--- src/rtl/mem_port_arbiter.sv ---
// Shares one RAM port between instruction fetch and data load/store requesters.
// Optional define MEM_ARB_ALIGN_CHECK_EN adds alignment/mask checks with error responses.
module mem_port_arbiter #(
    parameter int unsigned MEM_LAT = 1
) (
    input  logic        CLK,
    input  logic        RESET,
    input  logic        i_req_valid,
    input  logic [63:0] i_req_addr,
    output logic        i_req_ready,
    output logic        i_resp_valid,
    output logic [31:0] i_resp_data,
`ifdef MEM_ARB_ALIGN_CHECK_EN
    output logic        i_resp_err,
    output logic        d_resp_err,
`endif
    input  logic        d_req_valid,
    input  logic [1:0]  d_req_op,
    input  logic [7:0]  d_req_mask,
    input  logic [63:0] d_req_addr,
    input  logic [63:0] d_req_data,
    output logic        d_req_ready,
    output logic        d_resp_valid,
    output logic [63:0] d_resp_data,
    output logic        mem_enable,
    output logic [1:0]  mem_op,
    output logic [7:0]  mem_mask,
    output logic [63:0] mem_addr,
    output logic [63:0] mem_data,
    input  logic [63:0] mem_rdata
);

    localparam int unsigned CntW = (MEM_LAT > 1) ? $clog2(MEM_LAT) : 1;

    typedef enum logic [1:0] {StIdle, StIssue, StWait, StResp} state_e;

    state_e            state_q, state_d;
    logic              last_gnt_q, last_gnt_d;   // 1: data granted last
    logic              own_d_q, own_d_d;         // 1: data requester owns the transaction
    logic              is_load_q, is_load_d;
    logic              sel_hi_q, sel_hi_d;
    logic [CntW-1:0]   cnt_q, cnt_d;
    logic              mem_enable_q, mem_enable_d;
    logic [1:0]        mem_op_q, mem_op_d;
    logic [7:0]        mem_mask_q, mem_mask_d;
    logic [63:0]       mem_addr_q, mem_addr_d;
    logic [63:0]       mem_data_q, mem_data_d;
    logic              i_resp_valid_q, i_resp_valid_d;
    logic [31:0]       i_resp_data_q, i_resp_data_d;
    logic              d_resp_valid_q, d_resp_valid_d;
    logic [63:0]       d_resp_data_q, d_resp_data_d;
    logic              i_bad, d_bad, d_noop, idle;

`ifdef MEM_ARB_ALIGN_CHECK_EN
    logic i_resp_err_q, i_resp_err_d;
    logic d_resp_err_q, d_resp_err_d;

    function automatic logic mask_legal(input logic [7:0] m);
        logic ok;
        ok = (m == 8'h00) || (m == 8'hFF);
        for (int k = 0; k < 8; k++) if (m == (8'h01 << k)) ok = 1'b1;
        for (int k = 0; k < 4; k++) if (m == (8'h03 << (2 * k))) ok = 1'b1;
        for (int k = 0; k < 2; k++) if (m == (8'h0F << (4 * k))) ok = 1'b1;
        return ok;
    endfunction

    assign i_bad      = |i_req_addr[1:0];
    assign d_bad      = !d_noop && !mask_legal(d_req_mask);
    assign i_resp_err = i_resp_err_q;
    assign d_resp_err = d_resp_err_q;
`else
    logic unused_addr_bits;
    assign unused_addr_bits = ^i_req_addr[1:0];
    assign i_bad = 1'b0;
    assign d_bad = 1'b0;
`endif

    assign idle   = (state_q == StIdle);
    assign d_noop = (d_req_op == 2'b00) || (d_req_op == 2'b11);

    // Ready is gated by the requester's own valid so at most one is ever high.
    assign i_req_ready = idle && i_req_valid && (!d_req_valid || last_gnt_q);
    assign d_req_ready = idle && d_req_valid && (!i_req_valid || !last_gnt_q);

    always_comb begin
        state_d        = state_q;
        last_gnt_d     = last_gnt_q;
        own_d_d        = own_d_q;
        is_load_d      = is_load_q;
        sel_hi_d       = sel_hi_q;
        cnt_d          = cnt_q;
        mem_enable_d   = 1'b0;
        mem_op_d       = mem_op_q;
        mem_mask_d     = mem_mask_q;
        mem_addr_d     = mem_addr_q;
        mem_data_d     = mem_data_q;
        i_resp_valid_d = 1'b0;
        i_resp_data_d  = i_resp_data_q;
        d_resp_valid_d = 1'b0;
        d_resp_data_d  = d_resp_data_q;
`ifdef MEM_ARB_ALIGN_CHECK_EN
        i_resp_err_d   = 1'b0;
        d_resp_err_d   = 1'b0;
`endif
        unique case (state_q)
            StIdle: begin
                if (i_req_ready) begin
                    last_gnt_d = 1'b0;
                    own_d_d    = 1'b0;
                    sel_hi_d   = i_req_addr[2];
                    is_load_d  = 1'b1;
                    if (i_bad) begin
                        state_d        = StResp;
                        i_resp_valid_d = 1'b1;
                        i_resp_data_d  = '0;
`ifdef MEM_ARB_ALIGN_CHECK_EN
                        i_resp_err_d   = 1'b1;
`endif
                    end else begin
                        state_d      = StIssue;
                        mem_enable_d = 1'b1;
                        mem_op_d     = 2'b01;
                        mem_mask_d   = 8'hFF;
                        mem_addr_d   = {i_req_addr[63:3], 3'b000};
                        mem_data_d   = '0;
                    end
                end else if (d_req_ready) begin
                    last_gnt_d = 1'b1;
                    own_d_d    = 1'b1;
                    is_load_d  = (d_req_op == 2'b01);
                    if (d_noop || d_bad) begin
                        state_d        = StResp;
                        d_resp_valid_d = 1'b1;
                        d_resp_data_d  = '0;
`ifdef MEM_ARB_ALIGN_CHECK_EN
                        d_resp_err_d   = d_bad;
`endif
                    end else begin
                        state_d      = StIssue;
                        mem_enable_d = 1'b1;
                        mem_op_d     = d_req_op;
                        mem_mask_d   = d_req_mask;
                        mem_addr_d   = d_req_addr;
                        mem_data_d   = d_req_data;
                    end
                end
            end
            StIssue: begin
                state_d = StWait;
                cnt_d   = CntW'(MEM_LAT - 1);
            end
            StWait: begin
                if (cnt_q == '0) begin
                    state_d = StResp;
                    if (own_d_q) begin
                        d_resp_valid_d = 1'b1;
                        d_resp_data_d  = is_load_q ? mem_rdata : 64'd0;
                    end else begin
                        i_resp_valid_d = 1'b1;
                        i_resp_data_d  = sel_hi_q ? mem_rdata[63:32] : mem_rdata[31:0];
                    end
                end else begin
                    cnt_d = cnt_q - 1'b1;
                end
            end
            StResp: begin
                state_d = StIdle;
            end
            default: state_d = StIdle;
        endcase
    end

    always_ff @(posedge CLK or posedge RESET) begin
        if (RESET) begin
            state_q        <= StIdle;
            last_gnt_q     <= 1'b1;
            own_d_q        <= 1'b0;
            is_load_q      <= 1'b0;
            sel_hi_q       <= 1'b0;
            cnt_q          <= '0;
            mem_enable_q   <= 1'b0;
            mem_op_q       <= '0;
            mem_mask_q     <= '0;
            mem_addr_q     <= '0;
            mem_data_q     <= '0;
            i_resp_valid_q <= 1'b0;
            i_resp_data_q  <= '0;
            d_resp_valid_q <= 1'b0;
            d_resp_data_q  <= '0;
`ifdef MEM_ARB_ALIGN_CHECK_EN
            i_resp_err_q   <= 1'b0;
            d_resp_err_q   <= 1'b0;
`endif
        end else begin
            state_q        <= state_d;
            last_gnt_q     <= last_gnt_d;
            own_d_q        <= own_d_d;
            is_load_q      <= is_load_d;
            sel_hi_q       <= sel_hi_d;
            cnt_q          <= cnt_d;
            mem_enable_q   <= mem_enable_d;
            mem_op_q       <= mem_op_d;
            mem_mask_q     <= mem_mask_d;
            mem_addr_q     <= mem_addr_d;
            mem_data_q     <= mem_data_d;
            i_resp_valid_q <= i_resp_valid_d;
            i_resp_data_q  <= i_resp_data_d;
            d_resp_valid_q <= d_resp_valid_d;
            d_resp_data_q  <= d_resp_data_d;
`ifdef MEM_ARB_ALIGN_CHECK_EN
            i_resp_err_q   <= i_resp_err_d;
            d_resp_err_q   <= d_resp_err_d;
`endif
        end
    end

    assign mem_enable   = mem_enable_q;
    assign mem_op       = mem_op_q;
    assign mem_mask     = mem_mask_q;
    assign mem_addr     = mem_addr_q;
    assign mem_data     = mem_data_q;
    assign i_resp_valid = i_resp_valid_q;
    assign i_resp_data  = i_resp_data_q;
    assign d_resp_valid = d_resp_valid_q;
    assign d_resp_data  = d_resp_data_q;

endmodule

--- config.mk ---
export PLATFORM = sky130hd
export DESIGN_NAME = mem_port_arbiter
export DESIGN_NICKNAME = d
export VERILOG_FILES = /design/src/rtl/mem_port_arbiter.sv
export SDC_FILE = /design/constraint.sdc
export NUM_CORES = 1
export LEC_CHECK = 0
export ABC_AREA = 1
export CAP_MARGIN = 25
export CORE_AREA = 2 2 197 199
export DETAILED_ROUTE_END_ITERATION = 12
export DIE_AREA = 0 0 199 201
export HOLD_SLACK_MARGIN = 0.02
export MAX_ROUTING_LAYER = met4
export PLACE_DENSITY = 0.71
export SYNTH_ARGS = -nofsm -noshare
export SYNTH_HDL_FRONTEND = slang
export SYNTH_SLANG_ARGS = --single-unit
--- constraint.sdc ---
create_clock -name CLK -period 8 [get_ports CLK]
set_input_delay 1.6 -clock CLK [delete_from_list [all_inputs] [get_ports CLK]]
set_output_delay 1.6 -clock CLK [all_outputs]
set_load 0.03 [all_outputs]
; Yosys cells after proc, flatten, opt, wreduce, memory -nomap -nowiden
; Cells that the tools add are included.
[totals]
ff_bits = 244
latchBits = 0
ramBits = 0
romBits = 0
inputBits = 270
out_inout_bits = 239
word_cells = 95
mem_count = 0
[classes]
addsub = 1
multipliers = 0
n_div = 0
n_lt_le_gt_ge = 0
eq_ne = 12
shift = 0
muxes = 44
n_bitwise = 2
n_reduce_logical = 21
[ops]
columns = cell, n
row1 = $mux W64, 12
row2 = $pmux W64 S2, 1
row3 = $mux W32, 1
row4 = $mux W8, 3
row5 = $mux W1, 17
row6 = $mux W2, 7
row7 = $ne A2 B2 Y1 const B, 6
row8 = $pmux W2 S4, 1
row9 = $eq A2 B2 Y1 const B, 3
row10 = $reduce_and A2 Y1, 3
row11 = $reduce_and A3 Y1, 2
row12 = $reduce_and A6 Y1, 1
row13 = $reduce_bool A2 Y1, 3
row14 = $eq A2 B1 Y1 const B, 2
row15 = $logic_and A1 B1 Y1, 4
row16 = $logic_not A2 Y1, 2
row17 = $pmux W1 S2, 2
row18 = $logic_not A1 Y1, 3
row19 = $logic_or A1 B1 Y1, 3
row20 = $ne A3 B3 Y1 const B, 1
row21 = $not A1 Y1, 2
row22 = $sub A1 B1 Y1 const B, 1

; Longest topological paths before layout
; Gate-level depths: netlist (run 1).
[logic_depth]
word_depth = 6
depth_mapped = 11
mapped_depth_nobuf = 10

; Worst setup path after synthesis (run 1)
; No wires, ideal clock.
[synth_timing]
path_type = input -> output
from = in i_req_valid
to = out i_req_ready
t_arrival_ns = 2.187
t_required_ns = 6.400
slack_ns = 4.213
path_stages = 5
n_path_buf = 1
path_cell_list = nand2_1 -> inv_1 -> nand2_1 -> inv_2 -> buf_2
[synth_via]
elab_chain_cells = 2
[synth_lines]
columns = element, line
row1 = "start, declared", 8  ; input logic i_req_valid,
row2 = $logic_and A1 B1 Y1 (2 in a row), 82  ; assign i_req_ready = idle && i_req_valid && (!d_req_valid || last_gnt_q);
row3 = "end, declared", 10  ; output logic i_req_ready,
; Every way passes these cells.

; Final worst setup path (run 1)
; Same ends and word-level chain as after synthesis.

==> results_dict.tcl, run 1 <==
set metrics [dict create \
    wl_met1_um 15700 \
    rsz0062_at_grt "false" \
    final.setup.worst_slack_ns 2.46 \
    drive_gt1_share_pct 4.03 \
    ctsResizeCount 0 \
    setup_viol_count_final 0 \
    drv_cap 0 \
    finalCritPeriodShare_pct 69.3 \
    cts_max_level 1 \
    gp_congestion 0.901 \
    yosysUniqueCellTypes 20 \
    final_hold_viol_count 0 \
    power_leakage_nw 8.79 \
    crit_type "in2out" \
    wl_met3_um 2960 \
    dp_slack_ns 2.41 \
    final_nets 2188 \
    finalCriticalPeriod_ns 5.54 \
    layout_common_cells "640 x nand2_1, 506 x clkdlybuf4s50_1, 241 x dfrtp_1, 138 x nand3_1, 99 x nor2_1" \
    drc 0 \
    cts-hold-fix-buffers 0 \
    fin_total_pwr_w 0.00674 \
    cts.sinks 243 \
    grt.total_usage_pct 19.4 \
    p_per_area_nw_per_um2 384 \
    min-delay-path-class "reg2reg" \
    fillers 3680 \
    wl_per_cell_um 15.8 \
    crit_fanout 50 \
    initial_core_util_pct 29.6 \
    r2r_slack_ns 4.91 \
    yosysWarnings 0 \
    cp.arrival_ns 3.94 \
    antenna_found_initial 0 \
    drtIter0Drc 792 \
    rows 72 \
    numCtsBuffers 28 \
    fin_skew_ns 0.0204 \
    required_ns 6.40 \
    stdcell_area_um2 17600 \
    vias 11300 \
    drv_slew 0 \
    startpoint "i_req_valid" \
    status "finished clean" \
    cts_tree "done" \
    cts_setup_buffers 0 \
    finalWirelength_um 38800 \
    cp-end-kind "output port" \
    ir_drop_mv 0.265 \
    timing.rr.start "state_q[1]" \
    core_um2 38100 \
    place.port_buffers 506 \
    syn_nets 1738 \
    dr.pass1.iters 5 \
    antenna_left 0 \
    met2_length_um 18800 \
    grt_pass1_wl_um 60100 \
    root_buffer "clkbuf_16" \
    placed_cell_area_um2 16600 \
    worstMarginPinSlew_ns 0.941 \
    yosysSeqAreaShare_pct 53.9 \
    crit_path_end "i_req_ready" \
    io_pins 509 \
    vias_per_cell 4.59 \
    path_clk_slew_ns 0.05 \
    grt_pass1_vias 11000 \
    postLayoutCoreUtil_pct 46.1 \
    num_antenna_cells 0 \
    gr-total-overflow 0 \
    syn_area_um2 11300 \
    top_layer "met4" \
    r2r_end "mem_data[2]" \
    die_y_um 201 \
    final_common_cell "nand2_1" \
    die_x_um 199 \
    insertion_delay_ns 0.55 \
    fmax_mhz 180 \
    slew_headroom_pct 37.3 \
    r2r_cells 10 \
    yosys_register_bits 243 \
    grt_max_degree 97 \
    dpl.hpwl_um 26900 \
    avgSynthCellArea_um2 7.71 \
    syn_inst 1464 \
    area_growth_pct 55.7 \
    setup_tns_ns 0 \
    start_kind "primary input" \
    clockBufferDepth 3 \
    die-area_um2 40000 \
]
## synth_stat cells, drive strengths merged
library cell,instances,area [um^2]
clkbuf,41,154
nor2,102,398
ha,4,50.1
nand2,648,2440
nand3,139,701
dfrtp,242,6060
o22ai,1,6.26
a21oi,34,174
buf,63,367
dfstp,1,26.3
nand4,64,400
inv,88,330
o21ai,37,185
## worst max-delay path, stage by stage
cell and delay [ns]:
clkdlybuf4s50_1 0.51, nand2_1 0.11, inv_1 0.11, nand2_4 0.32, inv_2 0.49, clkdlybuf4s50_1 0.77
## state kept, by name, indices dropped and copies added, names as in the netlist, 2 cells and up
register and cells:
state_q 2, d_resp_data 64, mem_op 2, mem_addr 64
mem_data 64, i_resp_data 32, mem_mask 8
## metal layers
metal,GRT usage (%),vias up
met5,-,-
met4,6.93,0
met3,4.05,79
met2,32.1,419
met1,23.4,5266
li1,-,5492
## final cells by class
cell class,instances,area (um^2),area share (%)
Sequential cell,243,6080,34.6
Timing Repair Buffer,524,5220,29.7
Multi-Input combinational cell,1029,4380,25.0
Clock buffer,41,790,4.49
Tap cell,518,648,3.69
Inverter,88,334,1.90
Clock inverter,10,111,0.634
## worst min path at each step
stage	startpoint	to	slack, ns	cells after the start
2_1_floorplan	own_d_q	d_resp_valid	0.45	2
3_3_place_gp	mem_data[21]	mem_data[21]	0.45	2
3_5_place_dp	mem_data[59]	mem_data[59]	0.46	2
4_1_cts	mem_data[44]	mem_data[44]	0.47	2
5_1_grt	mem_addr[2]	mem_addr[2]	0.48	2
6_report	mem_data[20]	mem_data[20]	0.47	2
## through the flow
| stage | hold slack, ns | instances |
|---|---|---|
| after floorplan | 0.450 | 1464 |
| after global placement | 0.453 | 2401 |
| after detailed placement | 0.457 | 2401 |
| after CTS | 0.472 | 2452 |
| after global routing | 0.483 | 2453 |
| final | 0.466 | 2453 |
## kinds of logic (layout without fill, tap and decap cells)
family | Yosys count | count (layout) | synth area share (%)
flip-flops | 243 | 243 | 53.9
AND/OR/NAND/NOR | 953 | 953 | 34.9
adder cells (fa/ha/maj) | 4 | 4 | 0.443
AO/OA/AOI/OAI | 72 | 72 | 3.24
buffers and inverters | 192 | 663 | 7.54
## power by group
group          total (W)  internal (W)  switching, W
clock            0.00126      0.000746      0.000518
sequential       0.00194       0.00170      0.000245
combinational    0.00354       0.00126       0.00228
No activity file was read; power rests on OpenSTA's default activity.
==> inputs of run 2 (changes only) <==
==> constraint.sdc (replaced) <==
create_clock -name CLK -period 5.1 [get_ports CLK]
set_input_delay 1.02 -clock CLK [delete_from_list [all_inputs] [get_ports CLK]]
set_output_delay 1.02 -clock CLK [all_outputs]
set_load 0.03 [all_outputs]
==> results_dict.tcl, run 2 (synthesis gave the netlist of run 1 again) <==
set metrics [dict create \
    status "finished clean" \
    num_antenna_cells 0 \
    fin_skew_ns 0.0204 \
    cts.sinks 243 \
    timing.rr.start "state_q[1]" \
    numCtsBuffers 29 \
    die-area_um2 40000 \
    dpl.hpwl_um 27400 \
    layoutNonFillerInstCount 2460 \
    antenna_found_initial 0 \
    final_nets 2193 \
    insertion_delay_ns 0.55 \
    cts_tree "done" \
    ctsResizeCount 0 \
    place.port_buffers 506 \
    area_growth_pct 58.0 \
    crit_top_cell "clkdlybuf4s50_1" \
    cp_slowest_cell "clkdlybuf4s50_1" \
    slew_headroom_pct 30.7 \
    ir_drop_mv 0.360 \
    die_x_um 199 \
    crit_type "in2out" \
    root_buffer "clkbuf_16" \
    drv_cap 0 \
    finalWirelength_um 39000 \
    antenna_left 0 \
    setup_viol_count_final 0 \
    critical_path.top_delay_family "buffers and inverters" \
    r2r_end "mem_data[23]" \
    cp-end-kind "output port" \
    grt_max_degree 108 \
    cts-hold-fix-buffers 0 \
    core_um2 38100 \
    holdPathEnd "mem_data[26]" \
    top_usage_layer "met2" \
    drc 0 \
    grt_pass1_vias 11000 \
    crit_chain "clkdlybuf4s50_1 > nand2_2 > a21oi_2 > clkdlybuf4s50_1" \
    drive_gt1_share_pct 4.69 \
    rows 72 \
    cts_setup_buffers 0 \
    power_leakage_nw 8.92 \
    layout_common_cells "640 x nand2_1, 505 x clkdlybuf4s50_1, 241 x dfrtp_1, 138 x nand3_1, 99 x nor2_1" \
    grtUsageMet3_pct 3.76 \
    path_clk_slew_ns 0.06 \
    grt.total_usage_pct 19.5 \
    worstMarginPinSlew_ns 1.04 \
    r2r_cells 9 \
    hold_path.startpoint "mem_data[26]" \
    startpoint "d_req_valid" \
    rsz0062_at_grt "false" \
    holdPathStages 2 \
    fmax_mhz 286 \
    io_pins 509 \
    wl_per_cell_um 15.9 \
    gr-total-overflow 0 \
    finalCriticalPeriod_ns 3.50 \
    setup_tns_ns 0 \
    final_hold_viol_count 0 \
    r2r_slack_ns 2.52 \
    crit_fanout 4 \
    start_kind "primary input" \
    final_common_cell "nand2_1" \
    cp.arrival_ns 2.48 \
    cts_max_level 1 \
    grt_pass1_wl_um 60200 \
    drtIter0Drc 688 \
    vias 11300 \
    min-delay-path-class "reg2reg" \
    drv_slew 0 \
    p_per_area_nw_per_um2 614 \
    use_met2_pct 33.0 \
    die_y_um 201 \
    finalCritPeriodShare_pct 68.6 \
    vias_per_cell 4.59 \
    clockBufferDepth 3 \
    placed_cells_incl_taps 2405 \
    gp_congestion 0.924 \
    crit_buf_inv 2 \
    required_ns 4.08 \
    dr.pass1.iters 5 \
    use_met1_pct 23.0 \
    max_stage_delay_ns 0.71 \
    initial_core_util_pct 29.6 \
]
-- run 2: changes by cell type in the layout (fill, tap and decap cells not counted), sizes merged --
| cell | delta |
|---|---|
| clkbuf | -3 |
| clkinv | -2 |
| clkdlybuf4s50 | -1 |
| buf | +5 |
| bufinv | +5 |
| inv | +3 |
-- run 2: how the worst max path moves through the flow --
stage	end	cells past startpoint
floorplan	d_resp_data[0]	1
CTS	d_req_ready	4
global placement	mem_addr[54]	9
global route	d_req_ready	4
detailed placement	mem_addr[33]	9
finish	d_req_ready	4
-- run 2: tightest hold or removal path, delay by kind of cell (launching register included) --
family / cells / cell delay, ns
AND/OR/NAND/NOR: 2 / 0.10
flip-flops: 1 / 0.34
-- run 2: report_power, final --
part | leakage [nW] | switching (W) | internal (W)
sequential | 3.16 | 0.000410 | 0.00267
combinational | 5.23 | 0.00356 | 0.00200
clock | 0.536 | 0.000847 | 0.00148
total | 8.92 | 0.00482 | 0.00614
-- run 2: metrics by stage --
stage               setup WS, ns  util [%]  hold slack [ns]  cell area (um^2)  power (W)
floorplan                  0.891         -            0.450             11300    0.00637
CTS                         1.59      46.8            0.472             17800     0.0111
finish                      1.60      46.8            0.467             17800     0.0110
global placement            1.60      43.9            0.453             16700    0.00859
detailed placement          1.57      43.9            0.458             16700    0.00869
global route                1.53      46.8            0.484             17800     0.0116
-- run 2: per-layer routing --
metal | vias up | wire length, um | part of all wire [%]
met5 | - | 0 | 0
met1 | 5274 | 15700 | 40
met4 | 0 | 1280 | 3.3
li1 | 5506 | - | -
met2 | 435 | 19100 | 49
met3 | 76 | 2930 | 7.5
-- run 2: final cells by class --
cell class,instances,area (um^2)
Timing Repair Buffer,528,5300
Multi-Input combinational cell,1029,4380
Sequential cell,243,6080
Tap cell,518,648
Inverter,88,334
Fill cell,3644,20300
Clock inverter,16,277
Clock buffer,38,810
==> inputs of run 3 (changes only) <==
--- a/config.mk
+++ b/config.mk
@@ -7,12 +7,12 @@
 export LEC_CHECK = 0
 export ABC_AREA = 1
 export CAP_MARGIN = 25
-export CORE_AREA = 2 2 197 199
+export CORE_AREA = 2 2 199 201
 export DETAILED_ROUTE_END_ITERATION = 12
-export DIE_AREA = 0 0 199 201
+export DIE_AREA = 0 0 201 203
 export HOLD_SLACK_MARGIN = 0.02
 export MAX_ROUTING_LAYER = met4
-export PLACE_DENSITY = 0.71
+export PLACE_DENSITY = 0.68
 export SYNTH_ARGS = -nofsm -noshare
 export SYNTH_HDL_FRONTEND = slang
 export SYNTH_SLANG_ARGS = --single-unit
==> constraint.sdc (replaced) <==
create_clock -name CLK -period 3.3 [get_ports CLK]
set_input_delay 0.66 -clock CLK [delete_from_list [all_inputs] [get_ports CLK]]
set_output_delay 0.66 -clock CLK [all_outputs]
set_load 0.03 [all_outputs]
==> results_dict.tcl, run 3 (synthesis gave the netlist of run 1 again) <==
set metrics [dict create \
    hold_ws_ns 0.467 \
    die-area_um2 40800 \
    grt_pass1_wl_um 62300 \
    dpl.hpwl_um 27800 \
    timing.rr.start "state_q[0]" \
    final_common_cell "nand2_1" \
    place.port_buffers 506 \
    vias_per_cell 4.57 \
    grt_pass1_vias 11400 \
    fin_skew_ns 0.0143 \
    top_usage_layer "met2" \
    power_leakage_nw 8.93 \
    min-delay-path-class "reg2reg" \
    area_growth_pct 58.0 \
    fin_total_pwr_w 0.0167 \
    use_met1_pct 23.2 \
    dr.pass1.iters 5 \
    grtUsageMet3_pct 3.96 \
    cts_setup_buffers 0 \
    cp-end-kind "output port" \
    crit_type "reg2out" \
    gr-total-overflow 0 \
    wl_per_cell_um 15.9 \
    gp_congestion 0.938 \
    final_nets 2200 \
    insertion_delay_ns 0.55 \
    crit_fanout 6 \
    antenna_found_initial 2 \
    startpoint "state_q[0]" \
    required_ns 2.64 \
    layout_common_cells "640 x nand2_1, 505 x clkdlybuf4s50_1, 241 x dfrtp_1, 138 x nand3_1, 99 x nor2_1" \
    fmax_mhz 333 \
    antenna_left 0 \
    rsz0062_at_grt "false" \
    status "finished clean" \
    hold_path.startpoint "d_resp_data[63]" \
    slew_headroom_pct 44.4 \
    vias 11300 \
    grt_max_degree 130 \
    grt.total_usage_pct 19.4 \
    numCtsBuffers 29 \
    finalCritPeriodShare_pct 91.0 \
    cts-hold-fix-buffers 0 \
    worstMarginPinSlew_ns 0.834 \
    cts_tree "done" \
    use_met2_pct 32.0 \
    start_kind "flip-flop" \
    drive_gt1_share_pct 4.93 \
    cts.sinks 243 \
    ir_drop_mv 0.501 \
    drc 0 \
    drv_slew 0 \
    path_clk_slew_ns 0.06 \
    finalCriticalPeriod_ns 3.00 \
    drv_cap 0 \
    finalWirelength_um 39300 \
    drtIter0Drc 755 \
    p_per_area_nw_per_um2 935 \
    initial_core_util_pct 29.3 \
    cp.arrival_ns 2.34 \
    ctsResizeCount 0 \
    cts_max_level 1 \
    final_hold_viol_count 0 \
    setup_viol_count_final 0 \
    die_x_um 201 \
    die_y_um 203 \
    root_buffer "clkbuf_16" \
    io_pins 509 \
    clockBufferDepth 3 \
    rows 72 \
    core_um2 38500 \
]
-- run 3: layer usage --
metal / routed length [um] / vias to the layer above
li1: - / 5520
met1: 16100 / 5247
met3: 2820 / 85
met4: 1420 / 0
met5: 0 / -
met2: 19000 / 440
-- run 3: area by class of cell --
type                    instances  area, um^2
flip-flops and latches        243        6080
fillers                      3786       20600
inverters                      88         334
clock inverters                13         131
repair buffers                535        5420
clock buffers                  41         831
diodes                          2        5.00
well taps                     518         648
multi-input cells            1029        4380
-- run 3: worst paths after layout --
kind	end	slack, ns	depth (start not counted)
min in group asynchronous	mem_addr[2]	0.52	2
min reg2reg	d_resp_data[63]	0.47	2
max reg2reg	mem_data[3]	0.98	11
min	d_resp_data[63]	0.47	2
max in group asynchronous	last_gnt_q	1.97	4
max	d_req_ready	0.30	5
-- run 3: worst max-delay path, cell delays in order (launching register included) --
cell and delay (ns):
dfrtp_1 0.37, inv_1 0.12, ha_1 0.30, nand2_2 0.13, a21oi_2 0.16, clkdlybuf4s50_1 0.71
-- run 3: power by group --
group          internal [W]  leakage (nW)  switching [W]
Combinational       0.00318          5.29        0.00551
Sequential          0.00412          3.16       0.000669
Clock               0.00191         0.479        0.00128
-- run 3: through the flow --
stage / setup WS, ns / instances / setup TNS, ns / util, % / instance area [um^2]
floorplan: -0.549 / 1464 / -132.85 / - / 11300
global placement: 0.530 / 2413 / 0 / 43.8 / 16900
detailed placement: 0.511 / 2413 / 0 / 43.8 / 16900
CTS: 0.251 / 2467 / 0 / 46.4 / 17800
global route: 0.156 / 2469 / 0 / 46.4 / 17800
finish: 0.296 / 2469 / 0 / 46.4 / 17800
